`src/rtl/car_alarm_multi.sv`:
```
// Multi-door car alarm controller: passive/remote arming, entry delay,
// bounded siren periods with re-arm, and give-up into a silenced state.
module car_alarm_multi #(
  parameter int unsigned N_DOORS   = 4,
  parameter int unsigned TW        = 8,
  parameter int unsigned T_ARM     = 8,
  parameter int unsigned T_ENTRY   = 4,
  parameter int unsigned T_SIREN   = 16,
  parameter int unsigned MAX_TRIPS = 3,
  parameter int unsigned PASSIVE   = 1
) (
  input  logic               clock,
  input  logic               reset,
  input  logic               ignicao,
  input  logic [N_DOORS-1:0] door,
  input  logic               remote_arm,
  input  logic               remote_disarm,
  output logic               alarme,
  output logic               armado,
  output logic [2:0]         estado,
  output logic [N_DOORS-1:0] door_log,
  output logic [3:0]         trips
);

  localparam int unsigned TRIPS_W   = 4;
  localparam int unsigned TRIPS_MAX = 15;

  typedef enum logic [2:0] {
    DESARMADO  = 3'd0,
    ARMADO     = 3'd1,
    ACIONAR    = 3'd2,
    ACIONADO   = 3'd3,
    SILENCIADO = 3'd4
  } state_e;

  localparam logic [TW-1:0] ARM_LAST   = TW'(T_ARM - 1);
  localparam logic [TW-1:0] ENTRY_LAST = TW'(T_ENTRY - 1);
  localparam logic [TW-1:0] SIREN_LAST = TW'(T_SIREN - 1);

  state_e               state_q, state_d;
  logic [TW-1:0]        timer_q, timer_d;
  logic [N_DOORS-1:0]   door_log_q, door_log_d;
  logic [TRIPS_W-1:0]   trips_q, trips_d;
  logic                 alarme_q, alarme_d;
  logic                 armado_q, armado_d;

  logic                 quiet;
  logic                 any_door;
  logic [TRIPS_W:0]     trips_plus;
  logic [TRIPS_W-1:0]   trips_sat;
  logic                 last_trip;

  // Input qualifiers and trip-count arithmetic shared by the FSM
  always_comb begin
    quiet      = !ignicao && (door == '0);
    any_door   = |door;
    trips_plus = {1'b0, trips_q} + (TRIPS_W+1)'(1);
    trips_sat  = (trips_q == TRIPS_W'(TRIPS_MAX)) ? trips_q : trips_plus[TRIPS_W-1:0];
    last_trip  = (trips_plus == (TRIPS_W+1)'(MAX_TRIPS));
  end

  // Next-state, timer, door log and trip counter
  always_comb begin
    state_d    = state_q;
    timer_d    = timer_q;
    door_log_d = door_log_q;
    trips_d    = trips_q;

    // Doors seen open are accumulated in every armed state
    if (state_q != DESARMADO) begin
      door_log_d = door_log_q | door;
    end

    if (remote_disarm) begin
      // Remote disarm outranks everything except reset, including remote_arm
      state_d = DESARMADO;
      timer_d = '0;
      trips_d = '0;
    end else begin
      unique case (state_q)
        DESARMADO: begin
          timer_d = '0;
          if (remote_arm && quiet) begin
            state_d    = ARMADO;
            door_log_d = '0;
          end else if ((PASSIVE != 0) && quiet) begin
            if (timer_q == ARM_LAST) begin
              state_d    = ARMADO;
              door_log_d = '0;
            end else begin
              timer_d = timer_q + TW'(1);
            end
          end
        end

        ARMADO: begin
          // Ignition alone does not trigger; only doors gate entry
          timer_d = '0;
          if (any_door) begin
            state_d = ACIONAR;
          end
        end

        ACIONAR: begin
          if (ignicao) begin
            state_d = DESARMADO;
            timer_d = '0;
            trips_d = '0;
          end else if (timer_q == ENTRY_LAST) begin
            state_d = ACIONADO;
            timer_d = '0;
          end else begin
            timer_d = timer_q + TW'(1);
          end
        end

        ACIONADO: begin
          if (ignicao) begin
            state_d = DESARMADO;
            timer_d = '0;
            trips_d = '0;
          end else if (timer_q == SIREN_LAST) begin
            // End of a siren period: count it, then give up, re-arm or repeat
            timer_d = '0;
            trips_d = trips_sat;
            if (last_trip) begin
              state_d = SILENCIADO;
            end else if (!any_door) begin
              state_d = ARMADO;
            end
          end else begin
            timer_d = timer_q + TW'(1);
          end
        end

        SILENCIADO: begin
          timer_d = '0;
          if (ignicao) begin
            state_d = DESARMADO;
            trips_d = '0;
          end
        end

        default: begin
          // Unused codes recover to the disarmed state
          state_d = DESARMADO;
          timer_d = '0;
        end
      endcase
    end
  end

  // Output decode from the next state so the outputs track the state register
  always_comb begin
    alarme_d = (state_d == ACIONADO);
    armado_d = (state_d != DESARMADO);
  end

  // State and output registers with synchronous reset
  always_ff @(posedge clock) begin
    if (reset) begin
      state_q    <= DESARMADO;
      timer_q    <= '0;
      door_log_q <= '0;
      trips_q    <= '0;
      alarme_q   <= 1'b0;
      armado_q   <= 1'b0;
    end else begin
      state_q    <= state_d;
      timer_q    <= timer_d;
      door_log_q <= door_log_d;
      trips_q    <= trips_d;
      alarme_q   <= alarme_d;
      armado_q   <= armado_d;
    end
  end

  assign alarme   = alarme_q;
  assign armado   = armado_q;
  assign estado   = state_q;
  assign door_log = door_log_q;
  assign trips    = trips_q;

endmodule
```
`config.mk`:
```
export PLATFORM = sky130hd
export DESIGN_NAME = car_alarm_multi
export DESIGN_NICKNAME = d
export VERILOG_FILES = /design/src/rtl/car_alarm_multi.sv
export SDC_FILE = /design/constraint.sdc
export NUM_CORES = 1
export LEC_CHECK = 0
export ABC_CLOCK_PERIOD_IN_PS = 1900
export CORE_MARGIN = 3
export CORE_UTILIZATION = 50
export CTS_CLUSTER_SIZE = 24
export DETAILED_ROUTE_END_ITERATION = 8
export PLACE_DENSITY = 0.81
export SLEW_MARGIN = 20
export SYNTH_ARGS = -nofsm -noshare
export SYNTH_HDL_FRONTEND = slang
export SYNTH_SLANG_ARGS = --single-unit
```
`constraint.sdc`:
```
create_clock -name clock -period 1.9 [get_ports clock]
set_input_delay 0.38 -clock clock [delete_from_list [all_inputs] [get_ports clock]]
set_output_delay 0.38 -clock clock [all_outputs]
set_load 0.05 [all_outputs]
```
== Word-level counts from Yosys, hierarchy flattened ==
Index checks and enable logic that the tools add are counted.
Word-level totals
  register bits: 21
  latch bits: 0
  RAM bits: 0
  ROM bits: 0
  input bits: 9
  output and inout bits: 13
  logic and storage cells: 66
  memories kept: 0
Operators by class
  $add $sub $neg: 2
  multipliers: 0
  divide/modulo/power cells: 0
  magnitude comparators: 0
  equality and inequality tests: 13
  shift-type cells: 0
  multiplexer cells: 32
  bitwise gates (word level): 1
  reduce and logical (&&, ||, !) cells: 12
Operator list (number)
  $mux W8: 7
  $mux W4: 10
  $mux W3: 12
  $pmux W8 S3: 1
  $pmux W3 S5: 1
  $eq A3 B2 Y1 const B: 3
  $add A8 B1 Y8 const B: 1
  $eq A8 B2 Y1 const B: 1
  $eq A8 B3 Y1 const B: 1
  $eq A8 B4 Y1 const B: 1
  $pmux W4 S2: 1
  $ne A3 B3 Y1 const B: 2
  $reduce_bool A3 Y1: 2
  $add A4 B1 Y5 const B: 1
  $eq A5 B2 Y1 const B: 1
  $eq A4 B4 Y1 const B: 1
  $logic_not A4 Y1: 1
  $or A4 B4 Y4: 1
  $reduce_and A4 Y1: 1
  $reduce_or A2 Y1: 2
  $reduce_or A4 Y1: 1
  $eq A3 B1 Y1 const B: 1
  $eq A3 B3 Y1 const B: 1
  $logic_not A3 Y1: 1
  4 further kinds: 5

== Depth between registers and ports, before layout ==
  depth in word-level cells: 8
  gate-level depth with buffers: 7
  mapped depth without buffers: 6

== Least setup slack after synthesis ==
No wires, ideal clock.
  path kind: register -> register
  from: register state_q[2], in the netlist estado[2]
  to: register armado_q, in the netlist armado
  library setup time: 140 ps
  data arrival time: 1815 ps
  path slack: -54 ps
  stages on the path, launching flop included: 7
  path buffers: 1
  clock period less this slack: 1954 ps
  cell sequence: dfxtp_1 > clkbuf_1 > or3b_2 > nor2b_1 > a32o_1 > o31ai_1 > o211ai_1
Between the ends
  longest elaborated chain between the ends: 7
  elaborated cells between the ends (all ways): 19
RTL lines
  start, declared: RTL line 40  | state_e state_q, state_d;
  start signal, assigned: RTL line 169  | state_q <= state_d;
  $mux W3: RTL line 128  | end else if (!any_door) begin
  $mux W3: RTL line 126  | if (last_trip) begin
  $mux W3: RTL line 122  | end else if (timer_q == SIREN_LAST) begin
  $mux W3: RTL line 118  | if (ignicao) begin
  $pmux W3 S5 (*): RTL line 80  | unique case (state_q)
  $mux W3 (*): RTL line 74  | if (remote_disarm) begin
  $reduce_bool A3 Y1 (*): RTL line 156  | armado_d = (state_d != DESARMADO);
  end signal, assigned: RTL line 174  | armado_q <= armado_d;
  end, declared: RTL line 45  | logic armado_q, armado_d;
Every way passes the cells marked *; elsewhere a longest branch is shown, timed or not.
A chain may end at the register's enable or synchronous reset.

== Final worst setup path ==
  from: register armado_q, in the netlist armado
  to: output port armado
RTL lines
  end, declared: RTL line 19  | output logic armado,
No word-level cell between the ends.

==> flow_results.org <==
** Run status
- Result of the run :: finished clean

** Synthesis
- Yosys Warn Count :: 0
- The synthesized design spends more area on one cell type than any other, namely sky130_fd_sc_hd__dfxtp_1.
- After technology mapping, the gate count stands at approximately 130.
- The number of nets in the synthesized netlist is roughly 150.
- Each instance of the synthesized netlist takes up on average 8.62 um2.
- Top-count cell post-synth :: sky130_fd_sc_hd__dfxtp_1
- Most instantiated cells after synthesis :: 21 x sky130_fd_sc_hd__dfxtp_1, 14 x sky130_fd_sc_hd__nor2_1, 11 x sky130_fd_sc_hd__nor2b_1
- Number of enable-type register cells in the synthesized netlist :: 0
- Yosys top cell area share :: 0.364
- Of the synthesized area, sequential elements account for 0.364.
- The mapped netlist covers ~1200 um2.
- Fraction of registers with async set/reset :: 0
- In this run, synthesis produced a sequential element count of 21.
- Yosys attributes the largest share of cell area to sky130_fd_sc_hd__dfxtp_1 36%, sky130_fd_sc_hd__nor2b_1 6.0%, sky130_fd_sc_hd__nor2_1 4.6%, sky130_fd_sc_hd__ha_1 3.3%, sky130_fd_sc_hd__a21oi_1 3.0%.
- Synthesis instantiated 42 different standard cells from the library.
- Most frequently used flop master after synthesis :: sky130_fd_sc_hd__dfxtp_1

** Power
- Power spread over the standard cell area amounts to slightly below 500 nW/um2.
- Max VDD drop :: 0.484 mV
- Summed over all cells, the static leakage comes to ~0.00066 uW.

** Cells and area
- From synthesis to final layout, the design area changed by 27.3%.
- Layout cells sized above 1 :: 0.195
- Counting the fill cells in the layout gives between 150 and 200.
- Flip-flop and latch area :: roughly 420 um2
- Total Nets Final :: about 180
- Antenna diode count :: 0
- Area used by multi-input combinational logic :: about 670 um2
- At the end of the flow the core is filled with cells to 0.706.

** GRT
- Sum of overflow across all layers after global routing :: 0
- The number of antenna violations at the first check in global routing is 0.
- Across every metal layer, demand over resource in global routing totals 0.208.
- The number of global-route vias before repair was approximately 1.0k.
- First-pass GRT wire length :: 4370 um
- Entering global routing, the biggest net connects 13 pins.

** Die
- I/O pin cnt :: 22
- Horizontal die dimension :: 54.1 um
- After floorplanning, the core was sized to cover approximately 2100 um2.
- Row Count :: 16
- The floorplan step defined a die boundary enclosing 2920 um2.
- Measured along the y axis, the die boundary spans around 54 um.
- Starting density of the core :: 0.555

** Route
- Drt first pass iters :: 4
- Total DRC errors in the routed layout :: 0
- Routed wire length :: around 2700 um
- Dividing the detail-routed wire length by the instance count gives between 10 and 15 um.
- Via count :: ~1.1k
- Vias per cell :: ~5.7
- Initial DRC Count :: 21
- Antenna Nets Post-Route :: 0

** STA
- Dividing the final minimum period by the clock period gives 0.957.
- The final number of hold-violating endpoints came to 0.
- Maximum clock rate :: ~0.55 GHz
- At the pin with the least slew margin, the transition time is approximately 0.51 ns.
- The clock period could shrink to approximately 1.8 ns.
- The worst pin sits at a relative slew slack of 0.657.
- Between clock sinks in the finished design, the worst skew comes to approximately 0.0055 ns.
- Setup violations remaining at the end of the flow were counted as 0.
- Worst hold slack :: about 0.49 ns
- Setup repair after global routing could not meet its margin everywhere.
- The number of pins exceeding their max-slew limit in the final report came to 0.

** Clock tree
- # clock sinks :: 21
- Total of hold buffers inserted after clock tree synthesis :: 0
- In this run the number of H-tree levels came out at 1.
- CTS root buf :: sky130_fd_sc_hd__clkbuf_4
- TritonCTS built the clock tree.
- Worst-skew pair later-pin latency :: 0.31 ns
- In this run, CTS created clock tree buffers numbering 3.
- After clock tree synthesis, the clock-pin slew on the worst setup and hold paths is around 0.12 ns.
- The longest clock path from root to sink contains 2 buffers.

** Placed design
- During placement, the flow inserted port buffers numbering 21.
- Summed over all nets, the half-perimeter wirelength after detailed placement is 2000 um.
- The congestion estimate from routability-driven global placement came to between 0.8 and 0.9.

** Critical path
- Arrival time at the worst endpoint :: 1.44 ns
- Critical setup path kind :: register to output pin
- CP Buf/Inv Count :: 1
- The worst setup path is launched from a register.
- Top delay family on crit path :: buffers and inverters
- Critical path fanouts, max :: 1
- Walking the worst path, the cells encountered are clkdlybuf4s50_1.
- Critical Path Max Stage Delay :: just under 0.8 ns
- Max stage delay cell, worst path :: sky130_fd_sc_hd__clkdlybuf4s50_1
- STA puts the critical path data required time at around 1.5 ns.
- STA classifies the critical path endpoint as an output pin.

** Job
- Max-capacitance violation count :: 0

** Min path
- The path class of the tightest hold or removal check is register to register.
==> layout by cell type, fill, tap and decap left out, types with 2 or more instances in the layout <==
cell type	n
sky130_fd_sc_hd__nor2_1	14
sky130_fd_sc_hd__nor2b_1	11
sky130_fd_sc_hd__clkdlybuf4s50_1	10
sky130_fd_sc_hd__a21oi_1	7
sky130_fd_sc_hd__a41oi_1	3
sky130_fd_sc_hd__nand2b_1	2
sky130_fd_sc_hd__xor2_1	3
sky130_fd_sc_hd__dlymetal6s2s_1	4
sky130_fd_sc_hd__clkbuf_4	3
sky130_fd_sc_hd__nor4_2	2
sky130_fd_sc_hd__nor3_1	6
sky130_fd_sc_hd__ha_1	3
sky130_fd_sc_hd__nand3_1	4
sky130_fd_sc_hd__a31oi_1	3
sky130_fd_sc_hd__or4_1	2
sky130_fd_sc_hd__xnor2_1	3
sky130_fd_sc_hd__nand2_1	6
sky130_fd_sc_hd__o211ai_1	2
sky130_fd_sc_hd__dfxtp_1	20
sky130_fd_sc_hd__o21a_1	2
sky130_fd_sc_hd__or3_1	4
sky130_fd_sc_hd__inv_1	8
sky130_fd_sc_hd__buf_4	18
sky130_fd_sc_hd__and3_1	3
==> final timing paths <==
check,start,to,slack (ns),cells past startpoint
worst max-delay path,armado,armado,0.08,1
worst min-delay path,timer_q[0],timer_q[0],0.49,1
worst max register to register,timer_q[5],trips[3],0.11,5
worst min register to register,timer_q[0],timer_q[0],0.49,1
==> metal layers <==
metal / share of wire / global-route usage
met1: 0.45 / 0.254
met2: 0.49 / 0.349
met3: 0.048 / 0.0471
met4: 0.016 / 0.0830
met5: 0 / 0
==> report_power, final <==
group          switching [uW]  leakage (uW)  total, uW  internal, uW
combinational            21.8      0.000471       51.8          30.0
sequential              0.469      0.000170        441           441
clock                     141     0.0000177        220          78.8
total                     164      0.000658        713           549
==> logic make-up (layout without fill, tap and decap cells) <==
group                    count (synthesis)  count (layout)  share of synthesized area
buffers and inverters                   14              44                     0.0628
AO/OA/AOI/OAI                           27              27                      0.166
adder cells (fa/ha/maj)                  3               3                     0.0325
XOR/XNOR                                 6               6                     0.0455
multiplexers                             1               1                    0.00867
flip-flops                              21              21                      0.364
AND/OR/NAND/NOR                         62              62                      0.321
==> cell type report <==
class                      count  area share
clock inverter                 1     0.00340
multi-input combinational     99       0.457
tap                           27      0.0230
clock buffer                   3      0.0153
timing repair buffer          32       0.194
sequential                    21       0.287
inverter                       8      0.0204
==> sequential cells by signal, indices dropped and copies added, names as in the netlist <==
name and cells:
timer_q 8, trips 4, estado 3, armado 1, alarme 1, door_log 4
==> timing repair <==
| item | 4_1_cts | 5_1_grt |
|---|---|---|
| setup buffers | 1 | 1 |
| cloned | 0 | 0 |
| pin swaps | 1 | 2 |
| resized for setup | 0 | 7 |
| endpoints found under the setup margin | 1 | 15 |
==> stage by stage <==
step | std cells | setup TNS (ns) | setup WS (ns) | instance area [um2] | total power, uW
floorplan | 134 | 0 | 0.0199 | 1160 | 468
global placement | 185 | -3.31 | -0.244 | 1410 | 500
detailed placement | 185 | -3.72 | -0.280 | 1410 | 501
CTS | 190 | 0 | 0.00855 | 1440 | 719
global route | 191 | -0.0750 | -0.0728 | 1470 | 747
finish | 191 | 0 | 0.0814 | 1470 | 713
(Power assumes the default switching activity.)
